<file path="config.mk">
export PLATFORM = sky130hd
export DESIGN_NAME = apb_req_master_flat
export DESIGN_NICKNAME = d
export VERILOG_FILES = /design/src/rtl/apb_req_master_if.sv /design/src/rtl/apb_req_master.sv /design/src/flat_wrapper.sv
export SDC_FILE = /design/constraint.sdc
export NUM_CORES = 1
export LEC_CHECK = 0
export ABC_AREA = 0
export BUFFER_PORTS_ARGS = -buffer_cell sky130_fd_sc_hd__buf_2
export CAP_MARGIN = 10
export CELL_PAD_IN_SITES_DETAIL_PLACEMENT = 0
export CELL_PAD_IN_SITES_GLOBAL_PLACEMENT = 1
export CORE_MARGIN = 2
export CORE_UTILIZATION = 25
export DETAILED_ROUTE_END_ITERATION = 10
export GPL_ROUTABILITY_DRIVEN = 0
export PLACE_DENSITY_LB_ADDON = 0.12
export REMOVE_ABC_BUFFERS = 1
export SLEW_MARGIN = 20
export SYNTH_ARGS = -nofsm -noshare
export SYNTH_HDL_FRONTEND = slang
export SYNTH_SLANG_ARGS = --single-unit
</file>
<file path="constraint.sdc">
create_clock -name clk -period 3.7 [get_ports clk]
set_input_delay 0.74 -clock clk [delete_from_list [all_inputs] [get_ports clk]]
set_output_delay 0.74 -clock clk [all_outputs]
set_load 0.05 [all_outputs]
</file>
<file path="src/rtl/apb_req_master_if.sv">
`timescale 1ns/1ps
// ---------------------------------------------------------------------------
// apb_req_master_if
// Bundles the two bus-facing sides of apb_req_master:
//   - command channel   : cmd_valid / cmd_ready / cmd_write / cmd_addr / cmd_wdata
//   - response channel  : rsp_valid / rsp_ready / rsp_rdata / rsp_err
//   - APB3 master port  : psel / penable / paddr / pwrite / pwdata / prdata / pready
// Modports:
//   master : the view used by apb_req_master itself (accepts commands,
//            returns responses, drives the APB request signals)
//   slave  : the opposite view, used by whatever surrounds the requester
//            (command source, response sink and the APB slave)
// Clock and reset are deliberately not part of the interface; they stay
// plain ports on the modules.
// ---------------------------------------------------------------------------
interface apb_req_master_if #(
   parameter int ADDR_WIDTH = 8,
   parameter int DATA_WIDTH = 32
);

   // command channel
   logic                  cmd_valid;
   logic                  cmd_ready;
   logic                  cmd_write;
   logic [ADDR_WIDTH-1:0] cmd_addr;
   logic [DATA_WIDTH-1:0] cmd_wdata;

   // response channel
   logic                  rsp_valid;
   logic                  rsp_ready;
   logic [DATA_WIDTH-1:0] rsp_rdata;
   logic                  rsp_err;

   // APB bus
   logic                  psel;
   logic                  penable;
   logic [ADDR_WIDTH-1:0] paddr;
   logic                  pwrite;
   logic [DATA_WIDTH-1:0] pwdata;
   logic [DATA_WIDTH-1:0] prdata;
   logic                  pready;

   modport master (
      input  cmd_valid,
      input  cmd_write,
      input  cmd_addr,
      input  cmd_wdata,
      output cmd_ready,
      output rsp_valid,
      input  rsp_ready,
      output rsp_rdata,
      output rsp_err,
      output psel,
      output penable,
      output paddr,
      output pwrite,
      output pwdata,
      input  prdata,
      input  pready
   );

   modport slave (
      output cmd_valid,
      output cmd_write,
      output cmd_addr,
      output cmd_wdata,
      input  cmd_ready,
      input  rsp_valid,
      output rsp_ready,
      input  rsp_rdata,
      input  rsp_err,
      input  psel,
      input  penable,
      input  paddr,
      input  pwrite,
      input  pwdata,
      output prdata,
      output pready
   );

endinterface

</file>
<file path="src/rtl/apb_req_master.sv">
`timescale 1ns/1ps
// ---------------------------------------------------------------------------
// apb_req_master
// Upstream APB requester. Takes single read/write commands on a valid/ready
// channel, runs each as one APB3 SETUP/ACCESS transfer and returns the result
// on a valid/ready response channel. A PREADY timeout guarantees that a dead
// or unselected slave cannot hang the requester.
//
// Parameters
//   ADDR_WIDTH      width of cmd_addr / paddr
//   DATA_WIDTH      width of cmd_wdata / pwdata / prdata / rsp_rdata
//   TIMEOUT_CYCLES  max ACCESS cycles spent waiting for pready (0 = never)
//
// Ports
//   clk     in   clock, everything on the rising edge
//   arst_n  in   asynchronous active-low reset
//   bus     --   apb_req_master_if.master
//                  cmd_valid/cmd_ready/cmd_write/cmd_addr/cmd_wdata  command in
//                  rsp_valid/rsp_ready/rsp_rdata/rsp_err             response out
//                  psel/penable/paddr/pwrite/pwdata                  APB request
//                  prdata/pready                                     APB reply
//
// Only one transfer is ever in flight. psel always drops for at least the
// RESP cycle between transfers so the slave returns to its idle state.
// ---------------------------------------------------------------------------
module apb_req_master #(
   parameter int ADDR_WIDTH     = 8,
   parameter int DATA_WIDTH     = 32,
   parameter int TIMEOUT_CYCLES = 16
) (
   input  logic              clk,
   input  logic              arst_n,
   apb_req_master_if.master  bus
);

   // The counter must be able to hold TIMEOUT_CYCLES itself; with the
   // timeout disabled a single bit keeps the logic legal and is never used
   // to end a transfer.
   localparam int CNT_W        = (TIMEOUT_CYCLES > 0) ? $clog2(TIMEOUT_CYCLES + 1) : 1;
   localparam int TMO_LAST_INT = (TIMEOUT_CYCLES > 0) ? TIMEOUT_CYCLES - 1 : 0;
   localparam logic [CNT_W-1:0] TMO_LAST = TMO_LAST_INT[CNT_W-1:0];
   localparam logic [CNT_W-1:0] CNT_MAX  = {CNT_W{1'b1}};
   localparam bit   TMO_EN = (TIMEOUT_CYCLES > 0);

   typedef enum logic [1:0] {
      ST_IDLE,
      ST_SETUP,
      ST_ACCESS,
      ST_RESP
   } state_t;

   state_t state;
   state_t state_nxt;

   // registered transfer context and response
   logic [ADDR_WIDTH-1:0] paddr_q;
   logic                  pwrite_q;
   logic [DATA_WIDTH-1:0] pwdata_q;
   logic [DATA_WIDTH-1:0] rsp_rdata_q;
   logic                  rsp_err_q;
   logic [CNT_W-1:0]      tmo_cnt;

   // decoded controls from the next-state logic
   logic cmd_ready_c;
   logic psel_c;
   logic penable_c;
   logic rsp_valid_c;
   logic capture_cmd;
   logic complete_ok;
   logic complete_tmo;
   logic tmo_hit;

   // The counter holds the number of ACCESS cycles already finished, so the
   // current ACCESS cycle is the last one allowed when it equals
   // TIMEOUT_CYCLES-1; the transfer then ends on this edge unless pready
   // arrives at the same time.
   assign tmo_hit = TMO_EN && (tmo_cnt >= TMO_LAST);

   // State register. Reset is asynchronous so an in-flight transfer is
   // abandoned and the APB bus released without waiting for a clock.
   always_ff @(posedge clk or negedge arst_n) begin
      if (!arst_n) begin
         state <= ST_IDLE;
      end else begin
         state <= state_nxt;
      end
   end

   // Next-state and output decode. All bus-level control outputs come
   // straight from the state so they change with the state register,
   // including during asynchronous reset. pready is looked at only in
   // ACCESS, so whatever the slave drives outside ACCESS has no effect.
   always_comb begin
      state_nxt    = state;
      cmd_ready_c  = 1'b0;
      psel_c       = 1'b0;
      penable_c    = 1'b0;
      rsp_valid_c  = 1'b0;
      capture_cmd  = 1'b0;
      complete_ok  = 1'b0;
      complete_tmo = 1'b0;

      case (state)
         ST_IDLE: begin
            cmd_ready_c = 1'b1;
            if (bus.cmd_valid) begin
               capture_cmd = 1'b1;
               state_nxt   = ST_SETUP;
            end
         end

         ST_SETUP: begin
            psel_c    = 1'b1;
            state_nxt = ST_ACCESS;
         end

         ST_ACCESS: begin
            psel_c    = 1'b1;
            penable_c = 1'b1;
            // pready takes priority over a timeout landing on the same edge
            if (bus.pready) begin
               complete_ok = 1'b1;
               state_nxt   = ST_RESP;
            end else if (tmo_hit) begin
               complete_tmo = 1'b1;
               state_nxt    = ST_RESP;
            end
         end

         ST_RESP: begin
            rsp_valid_c = 1'b1;
            if (bus.rsp_ready) begin
               state_nxt = ST_IDLE;
            end
         end

         default: begin
            state_nxt = ST_IDLE;
         end
      endcase
   end

   // Transfer context. paddr/pwrite/pwdata are loaded only on command
   // acceptance in IDLE, so they cannot move while psel is high and simply
   // hold their last value between transfers.
   always_ff @(posedge clk or negedge arst_n) begin
      if (!arst_n) begin
         paddr_q  <= '0;
         pwrite_q <= 1'b0;
         pwdata_q <= '0;
      end else if (capture_cmd) begin
         paddr_q  <= bus.cmd_addr;
         pwrite_q <= bus.cmd_write;
         pwdata_q <= bus.cmd_wdata;
      end
   end

   // Response registers. They are only written when ACCESS finishes, which
   // keeps them stable for the whole RESP phase however long rsp_ready
   // stays low. Writes and timeouts report zero data.
   always_ff @(posedge clk or negedge arst_n) begin
      if (!arst_n) begin
         rsp_rdata_q <= '0;
         rsp_err_q   <= 1'b0;
      end else if (complete_ok) begin
         rsp_rdata_q <= pwrite_q ? '0 : bus.prdata;
         rsp_err_q   <= 1'b0;
      end else if (complete_tmo) begin
         rsp_rdata_q <= '0;
         rsp_err_q   <= 1'b1;
      end
   end

   // Timeout counter. Cleared as the command is accepted, counts every
   // ACCESS cycle and saturates rather than wrapping, so a disabled or
   // very long wait can never alias back to a small count.
   always_ff @(posedge clk or negedge arst_n) begin
      if (!arst_n) begin
         tmo_cnt <= '0;
      end else if (capture_cmd) begin
         tmo_cnt <= '0;
      end else if ((state == ST_ACCESS) && (tmo_cnt != CNT_MAX)) begin
         tmo_cnt <= tmo_cnt + CNT_W'(1);
      end
   end

   assign bus.cmd_ready = cmd_ready_c;
   assign bus.rsp_valid = rsp_valid_c;
   assign bus.rsp_rdata = rsp_rdata_q;
   assign bus.rsp_err   = rsp_err_q;
   assign bus.psel      = psel_c;
   assign bus.penable   = penable_c;
   assign bus.paddr     = paddr_q;
   assign bus.pwrite    = pwrite_q;
   assign bus.pwdata    = pwdata_q;

endmodule
</file>
<file path="src/flat_wrapper.sv">
// flat-port wrapper written by rule: the top's interface ports become plain ports
module apb_req_master_flat 
#(
   parameter int ADDR_WIDTH     = 8,
   parameter int DATA_WIDTH     = 32,
   parameter int TIMEOUT_CYCLES = 16
)
  (clk, arst_n, bus_cmd_valid, bus_cmd_write, bus_cmd_addr, bus_cmd_wdata, bus_cmd_ready, bus_rsp_valid, bus_rsp_ready, bus_rsp_rdata, bus_rsp_err, bus_psel, bus_penable, bus_paddr, bus_pwrite, bus_pwdata, bus_prdata, bus_pready);
  apb_req_master_if #(.ADDR_WIDTH(ADDR_WIDTH), .DATA_WIDTH(DATA_WIDTH)) bus_i ();
  input  logic clk;
  input  logic arst_n;
  input wire logic [$bits(bus_i.cmd_valid)-1:0] bus_cmd_valid;
  input wire logic [$bits(bus_i.cmd_write)-1:0] bus_cmd_write;
  input wire logic [$bits(bus_i.cmd_addr)-1:0] bus_cmd_addr;
  input wire logic [$bits(bus_i.cmd_wdata)-1:0] bus_cmd_wdata;
  output wire logic [$bits(bus_i.cmd_ready)-1:0] bus_cmd_ready;
  output wire logic [$bits(bus_i.rsp_valid)-1:0] bus_rsp_valid;
  input wire logic [$bits(bus_i.rsp_ready)-1:0] bus_rsp_ready;
  output wire logic [$bits(bus_i.rsp_rdata)-1:0] bus_rsp_rdata;
  output wire logic [$bits(bus_i.rsp_err)-1:0] bus_rsp_err;
  output wire logic [$bits(bus_i.psel)-1:0] bus_psel;
  output wire logic [$bits(bus_i.penable)-1:0] bus_penable;
  output wire logic [$bits(bus_i.paddr)-1:0] bus_paddr;
  output wire logic [$bits(bus_i.pwrite)-1:0] bus_pwrite;
  output wire logic [$bits(bus_i.pwdata)-1:0] bus_pwdata;
  input wire logic [$bits(bus_i.prdata)-1:0] bus_prdata;
  input wire logic [$bits(bus_i.pready)-1:0] bus_pready;
  assign bus_i.cmd_valid = bus_cmd_valid;
  assign bus_i.cmd_write = bus_cmd_write;
  assign bus_i.cmd_addr = bus_cmd_addr;
  assign bus_i.cmd_wdata = bus_cmd_wdata;
  assign bus_cmd_ready = bus_i.cmd_ready;
  assign bus_rsp_valid = bus_i.rsp_valid;
  assign bus_i.rsp_ready = bus_rsp_ready;
  assign bus_rsp_rdata = bus_i.rsp_rdata;
  assign bus_rsp_err = bus_i.rsp_err;
  assign bus_psel = bus_i.psel;
  assign bus_penable = bus_i.penable;
  assign bus_paddr = bus_i.paddr;
  assign bus_pwrite = bus_i.pwrite;
  assign bus_pwdata = bus_i.pwdata;
  assign bus_i.prdata = bus_prdata;
  assign bus_i.pready = bus_pready;
  apb_req_master #(.ADDR_WIDTH(ADDR_WIDTH), .DATA_WIDTH(DATA_WIDTH), .TIMEOUT_CYCLES(TIMEOUT_CYCLES)) u_core (.clk(clk), .arst_n(arst_n), .bus(bus_i));
endmodule
</file>
==> results by group, run 1 <==
Routing
  – Detail Route Antenna Nets: 0
  – DRC Markers: 0
  – Detailed Route WL: about 7600 µm
  – Via density per instance: 4.275
  – Drt pass-1 iters: 4
  – WL per Instance: 14.12 µm
  – DR iter-0 viols: 164
  – Vias: 2287

Setup path
  – Reg2reg path depth: 8
  – CP Class: flip-flop to output pin
  – Crit end category: output pin
  – WP data arrival: 1.50 ns
  – CP Cell Sequence: inv_1 > ha_1 > buf_2
  – Delay-heaviest family, CP: buffers and inverters
  – Critical path launch point type: flip-flop
  – WP buf/inv: 2
  – CP endpoint: bus_penable
  – Crit-path max FO: 8
  – CP Data Required Time: 2.96 ns
  – FF-to-FF setup slack: 1.71 ns
  – Crit-path slowest cell: dfrtp_1
  – CP peak stage delay: around 0.40 ns
  – Worst R2R Start: u_core.tmo_cnt[0]
  – R2r endpoint: u_core.bus.rsp_rdata[23]
  – CP startpoint: u_core.state[0]
  – Critical Path Stages: 3

Timing
  – Clk_skew: 0.005061 ns
  – Setup violators final: 0
  – Final hold viol count: 0
  – Hold slack: 0.4487 ns
  – Max-slew violations: 0
  – Relative slew slack: 48.95%
  – Final period util: between 60% and 70%
  – RSZ-0062 raised after global routing: false
  – Final TNS setup: 0 ns
  – Fmax: 447.1 MHz
  – Tmin final: 2.237 ns
  – Worst slew pin tran: 0.7658 ns

Layout
  – Area growth syn-to-layout: 39.07%
  – Final nets: 448
  – Most frequent cells in the layout: buf_2 (154), dfrtp_1 (81), mux2_2 (42)
  – Diodes inserted: 0
  – Share of cells above drive strength 1: 58.86%
  – Most common cell after layout, fill and taps aside: buf_2

Synth
  – Mapped Cells: roughly 200
  – Combinational family with the most area after synthesis: multiplexers
  – Yosys reg bits: 81
  – Post-Synth Adder-Cell Area: 2.782%
  – Cell variety after synth: 24
  – XOR/XNOR Fraction of Synth Area: 0.8347%
  – Mapped Area: 0.003148 mm²
  – Simple logic cell fraction of the synthesized area: 2.305%
  – Syn Area/Cell: 15.28 µm²
  – Share of synthesized area spent on multiplexers: 15.34%
  – Synth Area in Compound Gates: 10.53%
  – Synth warn: 0
  – Post-synthesis sequential area ratio: 64.39%

Clock network
  – CTS buffer count: 9
  – Clk sinks: 81
  – Max Root-Sink Buffers: 2
  – Worst skew pair latency: 0.33 ns
  – Hold_buf cts: 0
  – Setup bufs post-CTS: 0
  – CTS tree: done
  – Clock tree root buffer cell: clkbuf_16
  – Post_cts resized: 0
  – Clock Pin Slew Worst Setup and Hold Paths: 0.06 ns
  – Htree depth: 3

Global route
  – Initial antenna violation count: 0
  – Global-route wire length before repair: 11960 µm
  – Tot GR Track Use: a little under an eighth
  – Largest net degree at the start of global routing: 82
  – Vias in the first global route: 2355
  – Gr ovfl total: 0

Placed design
  – Hpwl dp: between 4000 and 5000 µm
  – PortBufs: between 150 and 200

Min path
  – Hold WC Path Type: input port to asynchronous set/reset pin

Run status
  – Status: finished, final reports clean

Die
  – Total die area: approximately 0.014 mm²
  – Starting Density: 25.88%
  – I/O Pins: 156
  – CORE AREA: 0.01216 mm²
  – Rows: 40
  – Die height: 116.2 µm
  – Die span in x: 116.2 µm

Job
  – Max cap viols: 0
-- final cells by class --
type	count	area [µm²]
clock inverters	3	65.06
flip-flops and latches	81	2027
repair buffers	158	804.5
inverters	6	22.52
fillers	1238	7784
multi-input cells	107	1002
clock buffers	12	246.5
well taps	168	210.2
-- flip-flops by register name, indices dropped and copies added, names as in the netlist --
| name | flops |
|---|---|
| u_core.bus.pwdata | 32 |
| u_core.bus.rsp_rdata | 32 |
| u_core.bus.paddr | 8 |
| u_core.tmo_cnt | 5 |
| u_core.state | 2 |
| u_core.bus.pwrite | 1 |
| u_core.bus.rsp_err | 1 |
-- per-stage QoR --
| step | instances | cell area [µm²] | worst slack [ns] | utilization (%) |
|---|---|---|---|---|
| 3_5_place_dp | 520 | 4063 | 1.668 | 33.41 |
| 4_1_cts | 535 | 4374 | 1.415 | 35.97 |
| 5_1_grt | 535 | 4378 | 1.355 | 36.00 |
| 6_report | 535 | 4378 | 1.463 | 36.00 |
| 2_1_floorplan | 194 | 3050 | 1.037 | - |
| 3_3_place_gp | 520 | 4063 | 1.672 | 33.41 |
-- how the worst min path moves through the flow --
stage,from,end,depth (start not counted)
floorplan,arst_n,u_core.bus.paddr[0],0
global placement,u_core.bus.rsp_rdata[24],u_core.bus.rsp_rdata[24],1
detailed placement,u_core.bus.rsp_rdata[9],u_core.bus.rsp_rdata[9],1
CTS,u_core.bus.rsp_rdata[11],u_core.bus.rsp_rdata[11],1
global route,u_core.bus.rsp_rdata[13],u_core.bus.rsp_rdata[13],1
finish,arst_n,u_core.bus.rsp_rdata[5],1
-- cell families after synthesis --
family	count (synthesis)
buffers and inverters	18
multiplexers	43
XOR/XNOR	3
flip-flops	81
AO/OA/AOI/OAI	39
AND/OR/NAND/NOR	15
adder cells (fa/ha/maj)	7
-- synthesized netlist by cell type (all sizes together) --
| master | number | area, µm² |
|---|---|---|
| a21oi | 2 | 10.01 |
| o22ai | 1 | 6.260 |
| xnor2 | 1 | 8.760 |
| a211oi | 1 | 7.510 |
| o32a | 1 | 10.01 |
| nand2 | 3 | 11.26 |
| buf | 12 | 97.59 |
| dfrtp | 81 | 2027 |
| mux2 | 42 | 473.0 |
| a22o | 32 | 280.3 |
| mux2i | 1 | 10.01 |
| a41oi | 1 | 8.760 |
| ha | 7 | 87.58 |
| nor2 | 7 | 28.78 |
| and2 | 1 | 6.260 |
| nand4 | 2 | 12.51 |
| xor2 | 2 | 17.52 |
| and3 | 1 | 6.260 |
| inv | 6 | 22.52 |
| o21ai | 1 | 8.760 |
| and2b | 1 | 7.510 |
-- metal layers --
| metal | part of all wire (%) | GRT usage, % | vias to the layer above | wire length, µm |
|---|---|---|---|---|
| li1 | - | - | 1057 | - |
| met1 | 45 | 14.87 | 1105 | 3370 |
| met2 | 42 | 16.92 | 114 | 3152 |
| met3 | 12 | 6.694 | 11 | 909 |
| met4 | 1.6 | 5.000 | 0 | 123 |
| met5 | 0 | 0 | - | 0 |
Power of run 1 is left out: the tool's default activity adds up to more than one toggle a clock period on the data nets, which glitch-free logic cannot reach.
==> run 2: changes to the inputs <==
Clock period 3.7 ns to 2.12 ns, I/O delays scaled along.
==> run 2 against run 1 <==
  * Clock skew decreased by 0.00071 ns
  * Register-to-register slack got worse by 1.4 ns
  * Count of clock-buffer cells in the layout decreased by 1
  * Hold slack got worse by 0.14 ns
  * Cell area increased by 1.6%
  * Non-clock buffer count increased by 3
  * Sequential share of layout area decreased by 0.72 points
  * Utilization increased by 0.57 points
  * Critical path depth unchanged
==> results by group, run 2 (synthesis results as in run 1) <==
Run status
  – Status: finished, final reports clean

Setup path
  – CP peak stage delay: 0.39 ns (about the same)
  – Critical path launch point type: flip-flop
  – Crit end category: output pin
  – CP Class: flip-flop to output pin
  – Crit-path slowest cell: dfrtp_1
  – Crit-path max FO: 8 (unchanged)
  – WP data arrival: 1.49 ns (about the same)
  – CP Cell Sequence: inv_1 > ha_1 > buf_2
  – CP Data Required Time: 1.70 ns (-1.26 ns)

Global route
  – Largest net degree at the start of global routing: 46 (-44%)
  – Initial antenna violation count: 0 (unchanged)
  – Global-route wire length before repair: 11840 µm (-1.0%)
  – Vias in the first global route: 2317 (-1.6%)
  – Tot GR Track Use: 11.76% (-0.14 points)
  – Gr ovfl total: 0 (unchanged)

Layout
  – FF+latch area: 0.002027 mm² (unchanged)
  – Most frequent cells in the layout: buf_2 (154), dfrtp_1 (81), mux2_2 (42)
  – Fill cells: 1236 (-0.16%)
  – Most common cell after layout, fill and taps aside: buf_2
  – Fin cells: 539 (+0.75%)
  – Diodes inserted: 0 (unchanged)
  – Share of cells above drive strength 1: 59.30% (+0.44 points)
  – Multi-input gate area: 0.001002 mm² (unchanged)
  – Area growth syn-to-layout: 41.26%
  – Final nets: 451 (+0.67%)

Timing
  – Setup violators final: 0 (unchanged)
  – Worst slew pin tran: 0.3671 ns (-0.3986 ns)
  – Tmin final: 1.912 ns
  – Final period util: 90.19%
  – RSZ-0062 raised after global routing: false
  – Final hold viol count: 0 (unchanged)
  – Max-slew violations: 0 (unchanged)
  – Clk_skew: 0.004355 ns (-0.0007067 ns)
  – Fmax: ~520 MHz
  – Relative slew slack: 75.52% (+27 points)

Clock network
  – Clock Pin Slew Worst Setup and Hold Paths: 0.06 ns (about the same)
  – Setup bufs post-CTS: 0 (unchanged)
  – Htree depth: 3 (unchanged)
  – CTS buffer count: 9 (unchanged)
  – Clk sinks: 81 (unchanged)
  – Worst skew pair latency: 0.34 ns (about the same)
  – Clock tree root buffer cell: clkbuf_16
  – Max Root-Sink Buffers: 2 (unchanged)
  – CTS tree: done

Routing
  – WL per Instance: 14.29 µm (+1.2%)
  – Via density per instance: 4.232 (-1.0%)
  – Drt pass-1 iters: 4 (unchanged)
  – Detail Route Antenna Nets: 0 (unchanged)
  – DRC Markers: 0 (unchanged)
  – DR iter-0 viols: 99 (-40%)
  – Detailed Route WL: 7705 µm (+2.0%)
  – Vias: 2281 (-0.26%)

Die
  – I/O Pins: 156 (unchanged)
  – CORE AREA: 0.01216 mm² (unchanged)
  – Rows: 40 (unchanged)
  – Die height: 116.2 µm (unchanged)
  – Starting Density: 25.88% (unchanged)
  – Die span in x: 116.2 µm (unchanged)
  – Total die area: 0.01351 mm² (unchanged)

Placed design
  – PortBufs: 155 (unchanged)
  – Hpwl dp: 5254 µm (+5.2%)
  – DP Cell Count: 522 (+0.38%)

Job
  – Max cap viols: 0 (unchanged)

Min path
  – Hold WC Path Type: input port to flip-flop
[run 2: cell count changes in the layout (fill, tap and decap cells not counted), sizes merged]
cell         before  now
buf             158  160
clkinv            1    3
clkbuf           12   11
dlygate4sd3       0    1
[run 2: path summary, 6_finish.rpt]
path                                     startpoint                       end  slack [ns]  cells past startpoint
min in group asynchronous                    arst_n  u_core.bus.rsp_rdata[30]        0.54                      2
setup / recovery                    u_core.state[0]               bus_penable        0.21                      3
setup reg to reg                  u_core.tmo_cnt[0]  u_core.bus.rsp_rdata[26]        0.28                      8
hold / removal                       bus_prdata[23]  u_core.bus.rsp_rdata[23]        0.31                      2
max in group asynchronous                    arst_n      u_core.bus.pwdata[6]        0.96                      3
hold reg to reg            u_core.bus.rsp_rdata[25]  u_core.bus.rsp_rdata[25]        0.49                      1
[run 2: metal layers]
layer  vias to the layer above  routed length, µm  global-route usage (%)
met5                         -                  0                       0
met4                         0                145                   5.476
li1                       1066                  -                       -
met3                        10                814                   6.279
met1                      1093               3479                   14.88
met2                       112               3266                   16.49
[run 2: repair_timing]
action / CTS / global route
hold buffers: 1 / 0
endpoints found under the hold margin: 23 / 0
gates resized for setup: 0 / 0
[run 2: worst max-delay path, delay by kind of cell, from the launching register on]
kind,cells,cell delay (ns)
flip-flops,1,0.39
buffers and inverters,2,0.43
adder cells (fa/ha/maj),1,0.33
[run 2: area by class of cell]
class	count	area share, %
clock buffers	11	5.459
repair buffers	161	19.41
clock inverters	5	1.773
multi-input cells	107	22.54
inverters	6	0.5065
well taps	168	4.727
flip-flops and latches	81	45.58
[run 2: per-stage QoR]
step           util [%]  TNS, ns  hold WS, ns  instance area [µm²]  setup WS (ns)
2_1_floorplan         -   -25.23       0.1284                 3050        -0.5434
3_3_place_gp      33.84        0       0.3563                 4115         0.3414
3_5_place_dp      33.84        0       0.3545                 4115         0.2935
4_1_cts           36.56        0       0.2882                 4447         0.1577
5_1_grt           36.56        0       0.2957                 4447         0.1355
6_report          36.56        0       0.3075                 4447         0.2081
Power of run 2 is left out for the same reason.
